--- src/rtl/pwm_capture.sv ---
// PWM receiver: measures high time and period of pwm_in in clk cycles, flags stuck lines.
// Optional glitch filter on the synchronized level is enabled by defining PWM_CAPTURE_FILTER_EN.
`timescale 1ns/1ps
module pwm_capture #(
  parameter int CNT_W       = 8,
  parameter int PER_W       = CNT_W + 1,
  parameter int SYNC_STAGES = 2,
  parameter int TIMEOUT     = 384,
  parameter int FILTER_LEN  = 3
) (
  input  logic             clk,
  input  logic             reset,
  input  logic             enable,
  input  logic             pwm_in,
  output logic [PER_W-1:0] high_time,
  output logic [PER_W-1:0] period,
  output logic             valid,
  output logic             stuck_hi,
  output logic             stuck_lo
);

  localparam logic [PER_W-1:0] CNT_MAX = '1;
  localparam logic [PER_W-1:0] TO_LAST = PER_W'(TIMEOUT - 1);

  if (SYNC_STAGES < 2 || TIMEOUT <= 2**CNT_W || TIMEOUT > 2**PER_W - 1 || FILTER_LEN < 1)
  begin : g_bad_cfg
    $error("pwm_capture: illegal parameter combination");
  end

  typedef enum logic [1:0] {IDLE, ARM, MEAS} state_t;

  state_t                 state_q, state_d;
  logic [SYNC_STAGES-1:0] sync_q, sync_d;
  logic                   lvl_q, lvl_d;
  logic                   lvl_dly_q;
  logic [PER_W-1:0]       period_cnt_q, period_cnt_d;
  logic [PER_W-1:0]       high_cnt_q, high_cnt_d;
  logic [PER_W-1:0]       idle_cnt_q, idle_cnt_d;
  logic [PER_W-1:0]       high_time_q, high_time_d;
  logic [PER_W-1:0]       period_q, period_d;
  logic                   valid_q, valid_d;
  logic                   stuck_hi_q, stuck_hi_d;
  logic                   stuck_lo_q, stuck_lo_d;
  logic                   sync_out;
  logic                   rise;
  logic                   fall;

  function automatic logic [PER_W-1:0] sat_inc(input logic [PER_W-1:0] v);
    return (v == CNT_MAX) ? v : v + 1'b1;
  endfunction

  assign sync_d   = {sync_q[SYNC_STAGES-2:0], pwm_in};
  assign sync_out = sync_q[SYNC_STAGES-1];

`ifdef PWM_CAPTURE_FILTER_EN
  localparam int FW = $clog2(FILTER_LEN + 1);
  localparam logic [FW-1:0] FILT_LAST = FW'(FILTER_LEN - 1);

  logic [FW-1:0] filt_cnt_q, filt_cnt_d;

  // Level follows the synchronizer only after FILTER_LEN consecutive disagreeing samples.
  always_comb begin
    lvl_d      = lvl_q;
    filt_cnt_d = '0;
    if (sync_out != lvl_q) begin
      if (filt_cnt_q == FILT_LAST) lvl_d = sync_out;
      else                         filt_cnt_d = filt_cnt_q + 1'b1;
    end
  end

  always_ff @(posedge clk or posedge reset) begin
    if (reset) filt_cnt_q <= '0;
    else       filt_cnt_q <= filt_cnt_d;
  end
`else
  assign lvl_d = sync_out;
`endif

  assign rise = lvl_q & ~lvl_dly_q;
  assign fall = ~lvl_q & lvl_dly_q;

  always_comb begin
    state_d      = state_q;
    period_cnt_d = period_cnt_q;
    high_cnt_d   = high_cnt_q;
    idle_cnt_d   = idle_cnt_q;
    high_time_d  = high_time_q;
    period_d     = period_q;
    valid_d      = 1'b0;
    stuck_hi_d   = stuck_hi_q;
    stuck_lo_d   = stuck_lo_q;
    case (state_q)
      IDLE: begin
        state_d      = ARM;
        period_cnt_d = '0;
        high_cnt_d   = '0;
        idle_cnt_d   = '0;
        stuck_hi_d   = 1'b0;
        stuck_lo_d   = 1'b0;
      end
      ARM, MEAS: begin
        if (rise) begin
          // The first rise after arming only opens a period; it never reports.
          if (state_q == MEAS) begin
            period_d    = period_cnt_q;
            high_time_d = high_cnt_q;
            valid_d     = 1'b1;
          end
          period_cnt_d = PER_W'(1);
          high_cnt_d   = PER_W'(1);
          idle_cnt_d   = '0;
          stuck_hi_d   = 1'b0;
          stuck_lo_d   = 1'b0;
          state_d      = MEAS;
        end else begin
          if (state_q == MEAS) begin
            period_cnt_d = sat_inc(period_cnt_q);
            if (lvl_q) high_cnt_d = sat_inc(high_cnt_q);
          end
          if (fall) begin
            idle_cnt_d = '0;
            stuck_hi_d = 1'b0;
            stuck_lo_d = 1'b0;
          end else if (idle_cnt_q == TO_LAST) begin
            // Restarting the idle count just re-asserts the same flag if the line stays put.
            idle_cnt_d   = '0;
            stuck_hi_d   = lvl_q;
            stuck_lo_d   = ~lvl_q;
            period_cnt_d = '0;
            high_cnt_d   = '0;
            state_d      = ARM;
          end else begin
            idle_cnt_d = idle_cnt_q + 1'b1;
          end
        end
      end
      default: state_d = IDLE;
    endcase
    if (!enable) begin
      state_d      = IDLE;
      period_cnt_d = '0;
      high_cnt_d   = '0;
      idle_cnt_d   = '0;
      high_time_d  = high_time_q;
      period_d     = period_q;
      valid_d      = 1'b0;
      stuck_hi_d   = 1'b0;
      stuck_lo_d   = 1'b0;
    end
  end

  always_ff @(posedge clk or posedge reset) begin
    if (reset) begin
      state_q      <= IDLE;
      sync_q       <= '0;
      lvl_q        <= 1'b0;
      lvl_dly_q    <= 1'b0;
      period_cnt_q <= '0;
      high_cnt_q   <= '0;
      idle_cnt_q   <= '0;
      high_time_q  <= '0;
      period_q     <= '0;
      valid_q      <= 1'b0;
      stuck_hi_q   <= 1'b0;
      stuck_lo_q   <= 1'b0;
    end else begin
      state_q      <= state_d;
      sync_q       <= sync_d;
      lvl_q        <= lvl_d;
      lvl_dly_q    <= lvl_q;
      period_cnt_q <= period_cnt_d;
      high_cnt_q   <= high_cnt_d;
      idle_cnt_q   <= idle_cnt_d;
      high_time_q  <= high_time_d;
      period_q     <= period_d;
      valid_q      <= valid_d;
      stuck_hi_q   <= stuck_hi_d;
      stuck_lo_q   <= stuck_lo_d;
    end
  end

  assign high_time = high_time_q;
  assign period    = period_q;
  assign valid     = valid_q;
  assign stuck_hi  = stuck_hi_q;
  assign stuck_lo  = stuck_lo_q;

endmodule

--- config.mk ---
export PLATFORM = sky130hd
export DESIGN_NAME = pwm_capture
export DESIGN_NICKNAME = d
export VERILOG_FILES = /design/src/rtl/pwm_capture.sv
export SDC_FILE = /design/constraint.sdc
export NUM_CORES = 1
export LEC_CHECK = 0
export BUFFER_PORTS_ARGS = -buffer_cell sky130_fd_sc_hd__buf_4
export CORE_MARGIN = 5
export CORE_UTILIZATION = 55
export CTS_CLUSTER_SIZE = 30
export DETAILED_ROUTE_END_ITERATION = 10
export PLACE_DENSITY = 0.8
export SYNTH_ARGS = -nofsm -noshare
export SYNTH_HDL_FRONTEND = slang
export SYNTH_SLANG_ARGS = --single-unit
--- constraint.sdc ---
create_clock -name clk -period 5 [get_ports clk]
set_input_delay 1 -clock clk [delete_from_list [all_inputs] [get_ports clk]]
set_output_delay 1 -clock clk [all_outputs]
set_load 0.1 [all_outputs]
[Yosys cells after proc, flatten, opt, wreduce, memory -nomap -nowiden]
Cells that the tools add are included.
Cells by class
  add/subtract/negate cells: 3
  equality and inequality tests: 9
  mux-type cells: 39
  bitwise logic cells: 4
  reduce and logical (&&, ||, !) cells: 5
Operators with widths (count)
  9-bit 2-to-1 mux: 17
  9-bit case mux with 2 select lines: 3
  9-bit by 1-bit adder with 9-bit output (second input constant): 3
  9-bit equality test (second input constant): 3
  1-bit 2-to-1 mux: 12
  2-bit 2-to-1 mux: 4
  4-bit != test (second input constant): 2
  5-bit != test (second input constant): 1
  1-bit case mux with 2 select lines: 2
  2-bit case mux with 2 select lines: 1
  2-bit AND reduction: 2
  4-bit AND reduction: 1
  3-bit by 1-bit != test with 1-bit output (second input constant): 1
  1-bit AND: 2
  2-bit by 1-bit equality test with 1-bit output (second input constant): 1
  2-bit equality test (second input constant): 1
  2-bit zero test: 1
  1-bit inverter: 2
  2-bit OR reduction: 1
Word-level totals
  flip-flop bits (word level): 54
  input port bits: 4

[Logic depth before layout (Yosys ltp)]
Gate-level depths: netlist of the first run.
  depth after elaboration: 9
  gate-level depth with buffers: 8

[Worst setup path before layout of the first run]
Ideal clock, no wire load.
  path kind: input port to flip-flop
  start: in enable
  end: reg high_cnt_q[5]
  library setup time: 0.073 ns
  data arrival time: 2.037 ns
  path slack: 2.890 ns
  stages: 5
  path through: or3b_1 > buf_6 > o2111ai_4 > or4_4 > a21oi_2
Between the ends
  cells in the longest elaborated chain, start to end: 1
RTL lines
  start: declaration: RTL line 13  | input logic enable,
  3-bit by 1-bit != test with 1-bit output (no line) or 9-bit 2-to-1 mux (tied branches)
  end signal: assignment: RTL line 172  | high_cnt_q <= high_cnt_d;
  end: declaration: RTL line 37  | logic [PER_W-1:0] high_cnt_q, high_cnt_d;
Several ways; a longest one is shown, not always the timed one.
A chain may end at the register's enable or synchronous reset.

[Worst setup path after layout of the first run]
  start: reg state_q[0]
  end: reg high_time_q[8] (netlist: high_time[8])
Between the ends
  cells in the longest elaborated chain, start to end: 3
RTL lines
  start: declaration: RTL line 32  | state_t state_q, state_d;
  start signal: assignment: RTL line 167  | state_q <= state_d;
  2-bit equality test or 2-bit by 1-bit equality test with 1-bit output (tied branches): RTL line 92, 104
  2-bit OR reduction: RTL line 92  | case (state_q)
  4-bit AND reduction (no line) (*)
  end signal: assignment: RTL line 174  | high_time_q <= high_time_d;
  end: declaration: RTL line 39  | logic [PER_W-1:0] high_time_q, high_time_d;
Mark *: on every way between the ends. The rest lies on a longest branch, timed or not.

==> qor.csv, run 1 <==
metric,value,unit
outcome,"complete, no violations",
fmax,0.410,GHz
Routed WL per cell,13.7,um
Final Net Count,276,
Slowest Stage Delay on Critical Path,0.80,ns
FF-to-FF End,high_time[8],
worst-margin pin slew,1.07,ns
Ant. Diodes,0,
CTS tree,yes,
worst min path class,flip-flop to flip-flop,
Remaining DRCs,0,
die width,79.9,um
min cycle time layout,2.44,ns
Fin. Hold Viols,0,
via count,1921,
first-pass GRT wire length,8.25,mm
"Cell Chain, Critical Path",inv_1 > ha_1 > nand3_1 > mux2_2,
Sw Pwr,267,uW
Pint,594,uW
setup_tns,0,ns
Multi-input gate area,1240,um^2
sequential share of the synthesized area,0.503,
Final period util,0.487,
synthesized area per cell,11.0,um^2
largest net degree at the start of global routing,55,
FP Rows,25,
WL final,4.58,mm
DR vias/cell,5.75,
Hold Crit Depth,0,
Post-synth EDFFs,0,
asr flop ratio synth,1.00,
synth warn,0,
hold_buf cts,0,
pins over their slew limit,0,
Worst EP required,5.19,ns
later-pin clock latency in the skew report,0.31,ns
RSZ-0062 raised after global routing,false,
Sw Share,0.310,
GPL Wtd Cong,0.785,
"Distinct cells, synth",51,
FF-to-FF path depth,4,
Pwr Density,289,nW/um^2
io pins,25,
number of global-route vias before repair,1846,
Die Y,79.9,um
clk slew on worst S/H paths,0.10,ns
worst clock skew,0.0147,ns
clk root buf,clkbuf_8,
"slowest stage cell, crit path",nand3_1,
"delay-heaviest family, CP",simple AND/OR/NAND/NOR gates,
Synth top area share,0.503,
main area contributors after synthesis,"dfrtp_1, mux2_2, ha_1, nand2_1, nand3_1",
VDD IR max,0.221,mV
pre-CTS setup slack,2.27,ns
number of clock sinks,54,
CP Capture Type,flip-flop,
Post-CTS Setup Inserts,0,
final instance area,2980,um^2
number of fill cells,376,
sequential power share,0.534,
Syn Nets,254,
Worst Path Max Fanout,23,
cell taking the most area after synthesis,dfrtp_1,
CTS buffer count,5,
proportion of layout cells with a drive suffix above 1,0.232,
antenna violations before repair,0,
Clock power frac,0.281,
Util after Layout,0.631,
top_reg_cell synth,dfrtp_1,
Resized cells post-CTS,0,
final setup vio count,0,
WHS,0.364,ns
reg2reg setup slack,2.56,ns
Global Route Usage Sum,0.163,
CP Data Arrival Time,2.62,ns
Max-slew headroom,0.284,
DP HPWL,3.23,mm
HP Start,sync_q[0],
cell count after synthesis,244,
CTS max path bufs,2,
Routed Antenna Nets,0,
core area,4720,um^2
WS Path Type,flip-flop to flip-flop,
gr ovfl total,0,
maximum capacitance violations,0,
Yosys reg bits,54,
Setup WS post-layout,2.56,ns
1st-pass router iterations,4,
combinational power share,0.185,
Leak,1.35,nW
DR iter-0 viols,95,
Placed Area,2890,um^2
worst hold endpoint,sync_q[1],
synthesized area,2690,um^2
Starting Density,0.569,
number of port buffers,24,
startpoint types,flip-flop,
Die Area,6380,um^2
synthesis-to-finish area growth,10.9,%
reg-to-reg startpoint,state_q[0],
CTS HTree Levels,2,
"Buf+Inv Stages, Crit Path",1,
Sequential Area,1350,um^2
==> flip-flops by register name, indices dropped and copies added (netlist names) <==
name          cells
high_cnt_q        9
high_time         9
idle_cnt_q        9
lvl_dly_q         1
lvl_q             1
period            9
period_cnt_q      9
state_q           2
stuck_hi          1
stuck_lo          1
sync_q            2
valid             1
==> synthesized netlist by cell type (2+ instances only) <==
master    count
buf_2         4
a21oi_2       2
inv_1        11
and4_1        3
o21ai_0      13
buf_4         3
a22oi_1       2
nand3b_1      2
nand4_1       7
and2_1        2
xor2_1        6
nor2b_1       3
ha_1          6
nor2_1       12
or3_1         5
a31oi_1       3
o211ai_1      6
and3_1        2
dfrtp_1      54
nor3_1        4
nand3_1      13
mux2_2       16
nand2b_1      2
nand2_1      19
a41oi_1       2
a21oi_1      12
mux2i_1       5
o31ai_1       2
==> area by class of cell <==
class | count | area share
clock inverters | 3 | 0.00629
repair buffers | 24 | 0.0604
flip-flops and latches | 54 | 0.453
multi-input cells | 170 | 0.415
well taps | 67 | 0.0281
inverters | 11 | 0.0138
clock buffers | 5 | 0.0231
==> power by group through the flow <==
stage	clock network [mW]	registers, mW	logic, mW
2_1_floorplan	0	0.485	0.118
3_3_place_gp	0	0.467	0.157
3_5_place_dp	0	0.468	0.161
4_1_cts	0.251	0.460	0.162
5_1_grt	0.278	0.462	0.177
6_report	0.242	0.460	0.159
==> metrics by stage <==
stage          total power [mW]  std cells
6_report                  0.860        334
5_1_grt                   0.917        334
4_1_cts                   0.873        334
3_5_place_dp              0.629        326
3_3_place_gp              0.624        326
2_1_floorplan             0.603        244
==> cells by family (layout without fill, tap and decap cells) <==
| kind of cell | after synthesis | count (layout) | synth area share |
|---|---|---|---|
| AOI/OAI and AO/OA | 55 | 55 | 0.157 |
| xor gates and xnor gates | 6 | 6 | 0.0196 |
| and+or+nand+nor | 82 | 82 | 0.170 |
| DFF | 54 | 54 | 0.503 |
| muxes | 21 | 21 | 0.0857 |
| adders and majority gates | 6 | 6 | 0.0279 |
| buffers and inverters | 20 | 43 | 0.0368 |
==> cell usage in the layout (no fill, tap or decap), drive strengths merged, types with 2 or more instances in the layout <==
| master | instances |
|---|---|
| clkinv | 2 |
| nand3b | 2 |
| o21ai | 14 |
| a22oi | 2 |
| clkbuf | 5 |
| o31ai | 3 |
| a21oi | 15 |
| nand2b | 2 |
| and2 | 2 |
| a31oi | 4 |
| nor3 | 5 |
| buf | 24 |
| or4 | 2 |
| a41oi | 2 |
| inv | 12 |
| mux2i | 5 |
| nand3 | 13 |
| and3 | 2 |
| ha | 6 |
| xor2 | 6 |
| or3 | 5 |
| nand4 | 7 |
| mux2 | 16 |
| dfrtp | 54 |
| and4 | 3 |
| nor2b | 3 |
| o211ai | 7 |
| nand2 | 19 |
| nor2 | 12 |
| o2111ai | 2 |
==> layer usage <==
layer / share of wire / track usage / vias up / routed length (um)
met3: 0.051 / 0.0384 / 8 / 233
li1: - / - / 939 / -
met4: 0.014 / 0.0591 / 0 / 63
met2: 0.47 / 0.257 / 45 / 2160
met5: 0 / 0 / - / 0
met1: 0.46 / 0.218 / 929 / 2120
==> worst max path at each step <==
stage	from	end	slack, ns	depth (start not counted)
after global routing	state_q[0]	high_time[4]	2.37	4
after global placement	enable	high_cnt_q[5]	2.32	5
after CTS	state_q[0]	high_time[8]	2.51	4
final	state_q[0]	high_time[8]	2.56	4
after detailed placement	enable	high_cnt_q[5]	2.27	5
after floorplan	reset	high_cnt_q[0]	2.69	1
Power figures use the tool's default switching activity.
==> run 2, diff against run 1 <==
clock period = 2.55 ns   (was 5 ns; I/O delays follow)
==> qor.csv, run 2 (synthesized netlist as in run 1, its figures left out) <==
metric,value,unit,change
DR vias/cell,5.65,,-1.7%
Die Area,6380,um^2,unchanged
DP HPWL,3.48,mm,+7.8%
final instance area,3060,um^2,+2.5%
CTS max path bufs,2,,unchanged
worst-margin pin slew,0.626,ns,-0.447 ns
first-pass GRT wire length,8.57,mm,+3.9%
VDD IR max,0.355,mV,+61%
hold_buf cts,0,,unchanged
die width,79.9,um,unchanged
Pint,1.30,mW,+120%
Sw Share,0.274,,-0.0358
CP Capture Type,flip-flop,,
Final Net Count,281,,+1.8%
Worst Path Max Fanout,14,,-39%
number of clock sinks,54,,unchanged
core area,4720,um^2,unchanged
clk root buf,clkbuf_8,,
number of port buffers,24,,unchanged
via count,1910,,-0.57%
Routed Antenna Nets,0,,unchanged
proportion of layout cells with a drive suffix above 1,0.244,,+0.0113
min cycle time layout,2.18,ns,-0.260 ns
"commonest non-fill, non-tap cell in the layout",dfrtp_1,,
Multi-input gate area,1240,um^2,unchanged
Sequential Area,1350,um^2,unchanged
fmax,0.459,GHz,+12%
maximum capacitance violations,0,,unchanged
Die Y,79.9,um,unchanged
GPL Wtd Cong,0.837,,+6.6%
gr ovfl total,0,,unchanged
RSZ-0062 raised after global routing,false,,
FF-to-FF End,period_cnt_q[7],,
number of global-route vias before repair,1916,,+3.8%
worst clock skew,0.00474,ns,-0.00998 ns
CTS buffer count,5,,unchanged
FF-to-FF path depth,7,,+3
later-pin clock latency in the skew report,0.29,ns,-0.02 ns
reg-to-reg startpoint,state_q[1],,
Remaining DRCs,0,,unchanged
CTS tree,yes,,
"commonest non-fill, non-tap cells in the layout","dfrtp_1, buf_4, nand2_1, mux2_2",,
startpoint types,flip-flop,,
worst min path class,input port to async pin,,
Worst EP required,2.76,ns,-2.43 ns
synthesis-to-finish area growth,13.7,%,
clk slew on worst S/H paths,0.09,ns,about the same
pins over their slew limit,0,,unchanged
CTS HTree Levels,2,,unchanged
Placed Area,2940,um^2,+1.7%
Routed WL per cell,13.8,um,+0.93%
crit path capture,period_cnt_q[7],,
antenna violations before repair,0,,unchanged
WS Path Type,flip-flop to flip-flop,,
final setup vio count,0,,unchanged
io pins,25,,unchanged
CP Data Arrival Time,2.38,ns,-0.24 ns
Ant. Diodes,0,,unchanged
Global Route Usage Sum,0.169,,+0.00644
number of fill cells,380,,+1.1%
Fin. Hold Viols,0,,unchanged
Pwr Density,585,nW/um^2,+100%
Sw Pwr,490,uW,+84%
outcome,"complete, no violations",,
Final period util,0.854,,+0.366
Max-slew headroom,0.583,,+0.299
sequential power share,0.504,,-0.030
DR iter-0 viols,104,,+9.5%
Leak,1.39,nW,+2.8%
worst setup path start,state_q[1],,
Clock power frac,0.314,,+0.033
1st-pass router iterations,4,,unchanged
reg2reg setup slack,0.37,ns,-2.19 ns
Resized cells post-CTS,0,,unchanged
combinational power share,0.183,,-0.002
setup_tns,0,ns,unchanged
largest net degree at the start of global routing,30,,-45%
Post-CTS Setup Inserts,0,,unchanged
Starting Density,0.569,,unchanged
WL final,4.68,mm,+2.1%
FP Rows,25,,unchanged
-- run 2: metal layers --
layer  global-route usage  up-vias  wire length [um]
met4               0.0541        0                42
met1                0.224      931              2210
met3               0.0350        5               173
met5                    0        -                 0
li1                     -      945                 -
met2                0.277       29              2260
-- run 2: how the worst min path moves through the flow --
stage,end,slack (ns),depth (start not counted)
floorplan,lvl_q,0.33,0
CTS,sync_q[0],0.30,1
detailed placement,sync_q[1],0.34,0
global placement,sync_q[1],0.34,0
global route,sync_q[0],0.29,1
finish,high_time[4],0.29,2
-- run 2: final cells by class --
cell class	count	share of cell area
repair buffers	29	0.0753
multi-input cells	170	0.405
well taps	67	0.0274
clock buffers	6	0.0270
inverters	11	0.0135
flip-flops and latches	54	0.442
clock inverters	1	0.00982
-- run 2: per-stage QoR --
| step | setup slack [ns] | hold WS (ns) | util | total power [mW] | cells |
|---|---|---|---|---|---|
| 2_1_floorplan | 0.725 | 0.331 | - | 1.18 | 244 |
| 3_5_place_dp | 0.377 | 0.338 | 0.623 | 1.25 | 331 |
| 4_1_cts | 0.360 | 0.304 | 0.647 | 1.81 | 338 |
| 5_1_grt | 0.259 | 0.294 | 0.647 | 1.89 | 338 |
| 3_3_place_gp | 0.463 | 0.344 | 0.623 | 1.24 | 331 |
| 6_report | 0.373 | 0.288 | 0.647 | 1.79 | 338 |
-- run 2: critical path, cell delays in order, from the launching register on --
cell	delay (ns)
dfrtp_1	0.40
inv_1	0.06
ha_1	0.33
or3b_1	0.53
buf_4	0.23
nand2_1	0.10
o31ai_4	0.17
a211oi_1	0.26
-- run 2: power by group through the flow --
stage	clock network, mW	logic, mW	registers, mW
floorplan	0	0.231	0.951
detailed placement	0	0.328	0.918
global route	0.622	0.361	0.906
CTS	0.580	0.329	0.901
finish	0.561	0.327	0.900
global placement	0	0.322	0.916
